File: src/rtl/finj_pkg.sv
// Shared types, constants and LFSR tap table for the fault-injection controller.
package finj_pkg;

  localparam int unsigned INJ_CNT_W = 16;

  typedef enum logic [1:0] {
    FINJ_NONE = 2'd0,
    FINJ_FLIP = 2'd1,
    FINJ_SA0  = 2'd2,
    FINJ_SA1  = 2'd3
  } finj_mode_e;

  typedef enum logic [1:0] {
    FINJ_IDLE   = 2'd0,
    FINJ_ARM    = 2'd1,
    FINJ_INJECT = 2'd2
  } finj_state_e;

  // Maximal-length Fibonacci tap masks; bit n-1 set for tap n.
  function automatic logic [31:0] lfsr_taps(int unsigned w);
    unique case (w)
      8:       return 32'h0000_00B8;
      9:       return 32'h0000_0110;
      10:      return 32'h0000_0240;
      11:      return 32'h0000_0500;
      12:      return 32'h0000_0829;
      13:      return 32'h0000_100D;
      14:      return 32'h0000_2015;
      15:      return 32'h0000_6000;
      16:      return 32'h0000_D008;
      17:      return 32'h0001_2000;
      18:      return 32'h0002_0400;
      19:      return 32'h0004_0023;
      20:      return 32'h0009_0000;
      21:      return 32'h0014_0000;
      22:      return 32'h0030_0000;
      23:      return 32'h0042_0000;
      24:      return 32'h00E1_0000;
      25:      return 32'h0120_0000;
      26:      return 32'h0200_0023;
      27:      return 32'h0400_0013;
      28:      return 32'h0900_0000;
      29:      return 32'h1400_0000;
      30:      return 32'h2000_0029;
      31:      return 32'h4800_0000;
      32:      return 32'h8020_0003;
      default: return 32'h0000_D008;
    endcase
  endfunction

endpackage

File: src/rtl/finj_lfsr.sv
// Free-running Fibonacci LFSR; exposes its low OUT_W bits as the random target source.
module finj_lfsr
  import finj_pkg::*;
#(
  parameter int unsigned     W     = 16,
  parameter logic [W-1:0]    SEED  = W'(16'hACE1),
  parameter int unsigned     OUT_W = 7
) (
  input  logic             clk_i,
  input  logic             rst_ni,
  output logic [OUT_W-1:0] rnd_o
);

  localparam logic [31:0]  TapsAll = lfsr_taps(W);
  localparam logic [W-1:0] Taps    = TapsAll[W-1:0];

  logic [W-1:0] state_q, state_d;

  always_comb begin
    state_d = {state_q[W-2:0], ^(state_q & Taps)};
  end

  always_ff @(posedge clk_i or negedge rst_ni) begin
    if (!rst_ni) begin
      state_q <= SEED;
    end else begin
      state_q <= state_d;
    end
  end

  assign rnd_o = state_q[OUT_W-1:0];

endmodule

File: src/rtl/fault_injection_ctrl.sv
// Programmable single-target fault injector (flip / stuck-at) with delay, duration and LFSR targets.
// Build option: FINJ_REARM_EN makes injections repeat until abort.
module fault_injection_ctrl
  import finj_pkg::*;
#(
  parameter int unsigned       NUM_CH    = 4,
  parameter int unsigned       CH_W      = 32,
  parameter int unsigned       LFSR_W    = 16,
  parameter logic [LFSR_W-1:0] LFSR_SEED = LFSR_W'(16'hACE1),
  parameter int unsigned       DLY_W     = 16,
  parameter int unsigned       DUR_W     = 8,
  localparam int unsigned      CH_IDX_W  = (NUM_CH > 1) ? $clog2(NUM_CH) : 1,
  localparam int unsigned      BIT_IDX_W = (CH_W > 1) ? $clog2(CH_W) : 1,
  localparam int unsigned      SIG_W     = NUM_CH * CH_W
) (
  input  logic                 clk_i,
  input  logic                 rst_ni,
  input  logic                 cfg_valid_i,
  output logic                 cfg_ready_o,
  input  logic [1:0]           cfg_mode_i,
  input  logic                 cfg_rand_i,
  input  logic [CH_IDX_W-1:0]  cfg_ch_i,
  input  logic [BIT_IDX_W-1:0] cfg_bit_i,
  input  logic [DLY_W-1:0]     cfg_delay_i,
  input  logic [DUR_W-1:0]     cfg_dur_i,
  input  logic                 abort_i,
  input  logic [SIG_W-1:0]     sig_i,
  output logic [SIG_W-1:0]     sig_o,
  output logic                 inj_active_o,
  output logic [INJ_CNT_W-1:0] inj_count_o
);

  localparam int unsigned RndW = CH_IDX_W + BIT_IDX_W;

  logic [RndW-1:0] rnd;

  finj_lfsr #(
    .W    (LFSR_W),
    .SEED (LFSR_SEED),
    .OUT_W(RndW)
  ) u_lfsr (
    .clk_i (clk_i),
    .rst_ni(rst_ni),
    .rnd_o (rnd)
  );

  finj_state_e            state_q;
  finj_mode_e             mode_q;
  logic [CH_IDX_W-1:0]    ch_q;
  logic [BIT_IDX_W-1:0]   bit_q;
  logic                   tgt_ok_q;
  logic [DLY_W-1:0]       dly_cnt_q;
  logic [DUR_W-1:0]       dur_cnt_q;
  logic [SIG_W-1:0]       mask_q;
  logic                   active_q;
  logic                   ready_q;
  logic [INJ_CNT_W-1:0]   count_q;
`ifdef FINJ_REARM_EN
  logic                   rand_q;
  logic [DLY_W-1:0]       dly_cfg_q;
  logic [DUR_W-1:0]       dur_cfg_q;
`endif

  logic [CH_IDX_W-1:0]    rnd_ch, sel_ch;
  logic [BIT_IDX_W-1:0]   rnd_bit, sel_bit;
  logic                   sel_ok;
  logic [DUR_W-1:0]       dur_eff;

  function automatic logic [SIG_W-1:0] tgt_mask(logic [CH_IDX_W-1:0] ch,
                                                logic [BIT_IDX_W-1:0] b, logic ok);
    logic [SIG_W-1:0] m;
    m = '0;
    if (ok) m = SIG_W'(1) << (32'(ch) * CH_W + 32'(b));
    return m;
  endfunction

  always_comb begin
    rnd_ch  = CH_IDX_W'(32'(rnd[CH_IDX_W-1:0]) % NUM_CH);
    rnd_bit = BIT_IDX_W'(32'(rnd[CH_IDX_W +: BIT_IDX_W]) % CH_W);
    sel_ch  = cfg_rand_i ? rnd_ch : cfg_ch_i;
    sel_bit = cfg_rand_i ? rnd_bit : cfg_bit_i;
    // Out-of-range explicit targets still run the FSM but never touch sig_o.
    sel_ok  = cfg_rand_i || ((32'(cfg_ch_i) < NUM_CH) && (32'(cfg_bit_i) < CH_W));
    dur_eff = (cfg_dur_i == '0) ? DUR_W'(1) : cfg_dur_i;
  end

`ifdef FINJ_REARM_EN
  logic [CH_IDX_W-1:0]  rearm_ch;
  logic [BIT_IDX_W-1:0] rearm_bit;

  always_comb begin
    rearm_ch  = rand_q ? rnd_ch : ch_q;
    rearm_bit = rand_q ? rnd_bit : bit_q;
  end
`endif

  always_ff @(posedge clk_i or negedge rst_ni) begin
    if (!rst_ni) begin
      state_q   <= FINJ_IDLE;
      mode_q    <= FINJ_NONE;
      ch_q      <= '0;
      bit_q     <= '0;
      tgt_ok_q  <= 1'b0;
      dly_cnt_q <= '0;
      dur_cnt_q <= '0;
      mask_q    <= '0;
      active_q  <= 1'b0;
      ready_q   <= 1'b1;
      count_q   <= '0;
`ifdef FINJ_REARM_EN
      rand_q    <= 1'b0;
      dly_cfg_q <= '0;
      dur_cfg_q <= '0;
`endif
    end else if (abort_i) begin
      state_q  <= FINJ_IDLE;
      mask_q   <= '0;
      active_q <= 1'b0;
      ready_q  <= 1'b1;
    end else begin
      unique case (state_q)
        FINJ_IDLE: begin
          if (cfg_valid_i && ready_q && (cfg_mode_i != FINJ_NONE)) begin
            mode_q    <= finj_mode_e'(cfg_mode_i);
            ch_q      <= sel_ch;
            bit_q     <= sel_bit;
            tgt_ok_q  <= sel_ok;
            dur_cnt_q <= dur_eff;
            ready_q   <= 1'b0;
`ifdef FINJ_REARM_EN
            rand_q    <= cfg_rand_i;
            dly_cfg_q <= cfg_delay_i;
            dur_cfg_q <= dur_eff;
`endif
            // Zero delay skips ARM so the fault lands the cycle after acceptance.
            if (cfg_delay_i == '0) begin
              state_q  <= FINJ_INJECT;
              mask_q   <= tgt_mask(sel_ch, sel_bit, sel_ok);
              active_q <= 1'b1;
            end else begin
              state_q   <= FINJ_ARM;
              dly_cnt_q <= cfg_delay_i;
            end
          end
        end
        FINJ_ARM: begin
          if (dly_cnt_q <= DLY_W'(1)) begin
            state_q  <= FINJ_INJECT;
            mask_q   <= tgt_mask(ch_q, bit_q, tgt_ok_q);
            active_q <= 1'b1;
          end else begin
            dly_cnt_q <= dly_cnt_q - DLY_W'(1);
          end
        end
        FINJ_INJECT: begin
          if (dur_cnt_q <= DUR_W'(1)) begin
            if (count_q != '1) count_q <= count_q + INJ_CNT_W'(1);
`ifdef FINJ_REARM_EN
            ch_q      <= rearm_ch;
            bit_q     <= rearm_bit;
            dur_cnt_q <= dur_cfg_q;
            if (dly_cfg_q == '0) begin
              state_q  <= FINJ_INJECT;
              mask_q   <= tgt_mask(rearm_ch, rearm_bit, tgt_ok_q);
              active_q <= 1'b1;
            end else begin
              state_q   <= FINJ_ARM;
              dly_cnt_q <= dly_cfg_q;
              mask_q    <= '0;
              active_q  <= 1'b0;
            end
`else
            state_q  <= FINJ_IDLE;
            mask_q   <= '0;
            active_q <= 1'b0;
            ready_q  <= 1'b1;
`endif
          end else begin
            dur_cnt_q <= dur_cnt_q - DUR_W'(1);
          end
        end
        default: begin
          state_q  <= FINJ_IDLE;
          mask_q   <= '0;
          active_q <= 1'b0;
          ready_q  <= 1'b1;
        end
      endcase
    end
  end

  // mask_q is zero outside INJECT, so every mode passes sig_i through then.
  always_comb begin
    sig_o = sig_i;
    unique case (mode_q)
      FINJ_NONE: sig_o = sig_i;
      FINJ_FLIP: sig_o = sig_i ^ mask_q;
      FINJ_SA0:  sig_o = sig_i & ~mask_q;
      FINJ_SA1:  sig_o = sig_i | mask_q;
    endcase
  end

  assign cfg_ready_o  = ready_q;
  assign inj_active_o = active_q;
  assign inj_count_o  = count_q;

endmodule
File: config.mk
export PLATFORM = sky130hd
export DESIGN_NAME = fault_injection_ctrl
export DESIGN_NICKNAME = d
export VERILOG_FILES = /design/src/rtl/finj_pkg.sv /design/src/rtl/finj_lfsr.sv /design/src/rtl/fault_injection_ctrl.sv
export SDC_FILE = /design/constraint.sdc
export NUM_CORES = 1
export LEC_CHECK = 0
export ABC_AREA = 0
export CORE_MARGIN = 2
export CORE_UTILIZATION = 59
export CTS_CLUSTER_SIZE = 24
export DETAILED_ROUTE_END_ITERATION = 16
export PLACE_DENSITY = 0.88
export REMOVE_ABC_BUFFERS = 1
export SLEW_MARGIN = 20
export SYNTH_ARGS = -nofsm -noshare
export SYNTH_HDL_FRONTEND = slang
export SYNTH_SLANG_ARGS = --single-unit
File: constraint.sdc
create_clock -name clk_i -period 4.6 [get_ports clk_i]
set_clock_uncertainty 0.2 [all_clocks]
set_input_delay 0.46 -clock clk_i [delete_from_list [all_inputs] [get_ports clk_i]]
set_output_delay 0.46 -clock clk_i [all_outputs]
set_load 0.03 [all_outputs]
==> metrics <==
status finished with violations; violated checks negative hold slack; synthesized area per cell 9.717 sq um; Worst Setup Slack, final 1048 ps; nets 2503; WP data required 3940 ps; Final Hold Fails 41; total clock sinks 198; synthesized flop and latch total 198; post-CTS setup buffers 0; CTS Buf Count 17; via density per instance 6.471; remaining antenna violation count after routing 0; clock buffer depth 2; largest net degree at the start of global routing 118; Max H-tree Level 4; RSZ-0062 raised after global routing no; post-route cell area 22050 sq um; critical path peak fanout 34; root buf cell clkbuf_16; drt pass-1 iters 7; fin crit share 77.21%; dominant cell type by area after synthesis dfrtp_1; max-cap violations 0; clock tree from TritonCTS done; Die W 178.2 um; Crit-path slowest cell dfrtp_4; FILL cells 1980; CP arrival 2890 ps; core box area 29720 sq um; Seq/Total Area, Yosys 27.75%; Cell Area, Synth 17900 sq um; FP Rows 63; initial antenna violation count 5; placed cell areas 21410 sq um; Overflow after GRT 0; DR vias 16080; Cell Chain, Critical Path buf_12 > mux4_2 > clkdlybuf4s50_1; post-detail-place hpwl 37440 um; Top FF cell, synth dfrtp_1; Leakage 9.463 nW; CP delay by family, top buffers and inverters; Slew @ Worst Pin 1146 ps; Starting Density 60.23%; startpoint types register; count leader, synth inv_1; DIE AREA 31750 sq um; GRT Resource Usage Total 32.38%; Residual DRC 0; Clock Latency Late Sink 440 ps; power density over the cells 427.8 nW/um^2; synth-to-layout area growth 23.17%; Yosys cell types 63; Buf+Inv Stages, Crit Path 2; CP Capture Type primary output; post-layout min period 3552 ps; Slew HR 23.33%; Yosys top cell area share 26.42%; RePlAce Congestion 0.9378; hold slack -94.41 ps; Final setup viols 0; Chip Height 178.2 um; Clock transition at path regs 70 ps; first-pass GRT wire length 82080 um; VDD IR max 0.4882 mV; vias in the first global route 16220; FF-to-FF Start dly_cnt_q[0]; share of post-route cells with drive strength above 1 11.82%; post-CTS resize count 0; num ports 312; Routed WL per cell 20.67 um; Post-Place Worst Slack 1090 ps; final wirelength 51370 um; cells after synthesis 1842; synth cell count leaders 398 x inv_1, 261 x ha_1, 189 x dfrtp_1; critical path launch point mode_q[0]; crit-path max cell delay 880 ps; HP Class input port to async pin; EDFF count, synth 0; dominant cells by area after synthesis dfrtp_1 26%, ha_1 18%, mux4_2 16%; port buffer count 311; initial DRC count 1544; Post-CTS Hold Fix Bufs 0; Max Fclk 281.6 MHz; CP Class register to primary output; final slew viol count 0; Async SR Flop Fraction 100.0%; Syn. warnings 0
## final cells by class
| class | count | area, sq um | share of cell area (%) |
|---|---|---|---|
| clock inverters | 9 | 116.4 | 0.5278 |
| diodes | 6 | 15.01 | 0.06810 |
| repair buffers | 351 | 3487 | 15.82 |
| inverters | 398 | 1494 | 6.776 |
| flip-flops and latches | 198 | 4974 | 22.56 |
| well taps | 390 | 488.0 | 2.213 |
| clock buffers | 23 | 488.0 | 2.213 |
| multi-input cells | 1110 | 10980 | 49.82 |
## worst register-to-register path: cells and delay by family (launching register included)
kind / cells / cell delay (ps)
flip-flops: 1 / 420
AND/OR/NAND/NOR: 3 / 880
buffers and inverters: 2 / 500
AO/OA/AOI/OAI: 2 / 720
adder cells (fa/ha/maj): 1 / 250
## sequential cells by signal, summed over array words and instances, names as in the netlist
name	flops
bit_q	5
cfg_ready_o	1
ch_q	2
dly_cnt_q	16
dur_cnt_q	8
inj_active_o	1
inj_count_o	16
mask_q	128
mode_q	2
state_q	2
tgt_ok_q	1
u_lfsr.state_q	16
## power breakdown
group	total, W	internal, W	switching (W)	leakage (nW)
sequential	0.00233	0.00190	0.000425	2.64
combinational	0.00556	0.00252	0.00304	6.53
clock	0.00155	0.000865	0.000683	0.294
## stage by stage
step / total power, W / util (%) / TNS (ps) / hold WS [ps] / cells
2_1_floorplan: 0.005880 / - / -476220 / -35.59 / 1706
3_3_place_gp: 0.007726 / 72.03 / 0 / 144.6 / 2447
3_5_place_dp: 0.007865 / 72.06 / 0 / 144.6 / 2447
4_1_cts: 0.009411 / 74.09 / 0 / 2.888 / 2479
5_1_grt: 0.009828 / 74.16 / 0 / 5.306 / 2482
6_report: 0.009431 / 74.19 / 0 / -94.41 / 2485
## cell families after synthesis
kind of cell,share of synthesized area (%)
xor+xnor,0.8808
flops,27.75
fa+ha+maj,18.25
mux,16.58
compound gates,18.25
simple gates,6.795
buf+inv,11.50
## layer usage
metal	track usage (%)	share of wire [%]
met5	0	0
met4	13.62	3.9
met3	6.500	10
met2	55.36	49
met1	40.06	37
## placed cells by master, fill, tap and decap left out, types with 5 or more instances in the layout
cell,n
or2_2,10
o211ai_1,5
nor2_1,79
a32oi_1,56
a21oi_1,30
o31ai_1,95
buf_4,34
dfstp_2,9
dfrtp_1,187
mux4_2,128
clkdlybuf4s50_1,309
or3_1,5
nand2b_1,16
inv_1,398
xnor2_1,11
a31oi_1,13
ha_1,261
nor3_1,23
xor2_1,7
a22o_1,38
o21ai_0,108
buf_12,6
nor4_1,16
clkbuf_8,5
nand2_1,35
a211oi_1,5
a22oi_1,39
diode_2,6
nand3_1,15
clkbuf_16,17
and2_1,8
a32o_1,12
o22ai_1,16
o22a_1,12
a2bb2oi_1,5
## final timing paths
kind                                      endpoint  cells after the start  slack, ps
worst max-delay path                    sig_o[101]                      3       1050
worst min-delay path                  dly_cnt_q[8]                      1        -90
worst min register to register  u_lfsr.state_q[10]                      0        160
worst max register to register          mask_q[30]                      8       1520
min in group clk_i              u_lfsr.state_q[10]                      0        160
max in group asynchronous              mask_q[112]                      2       3230
Note: power is estimated with default switching activity, not from simulation.
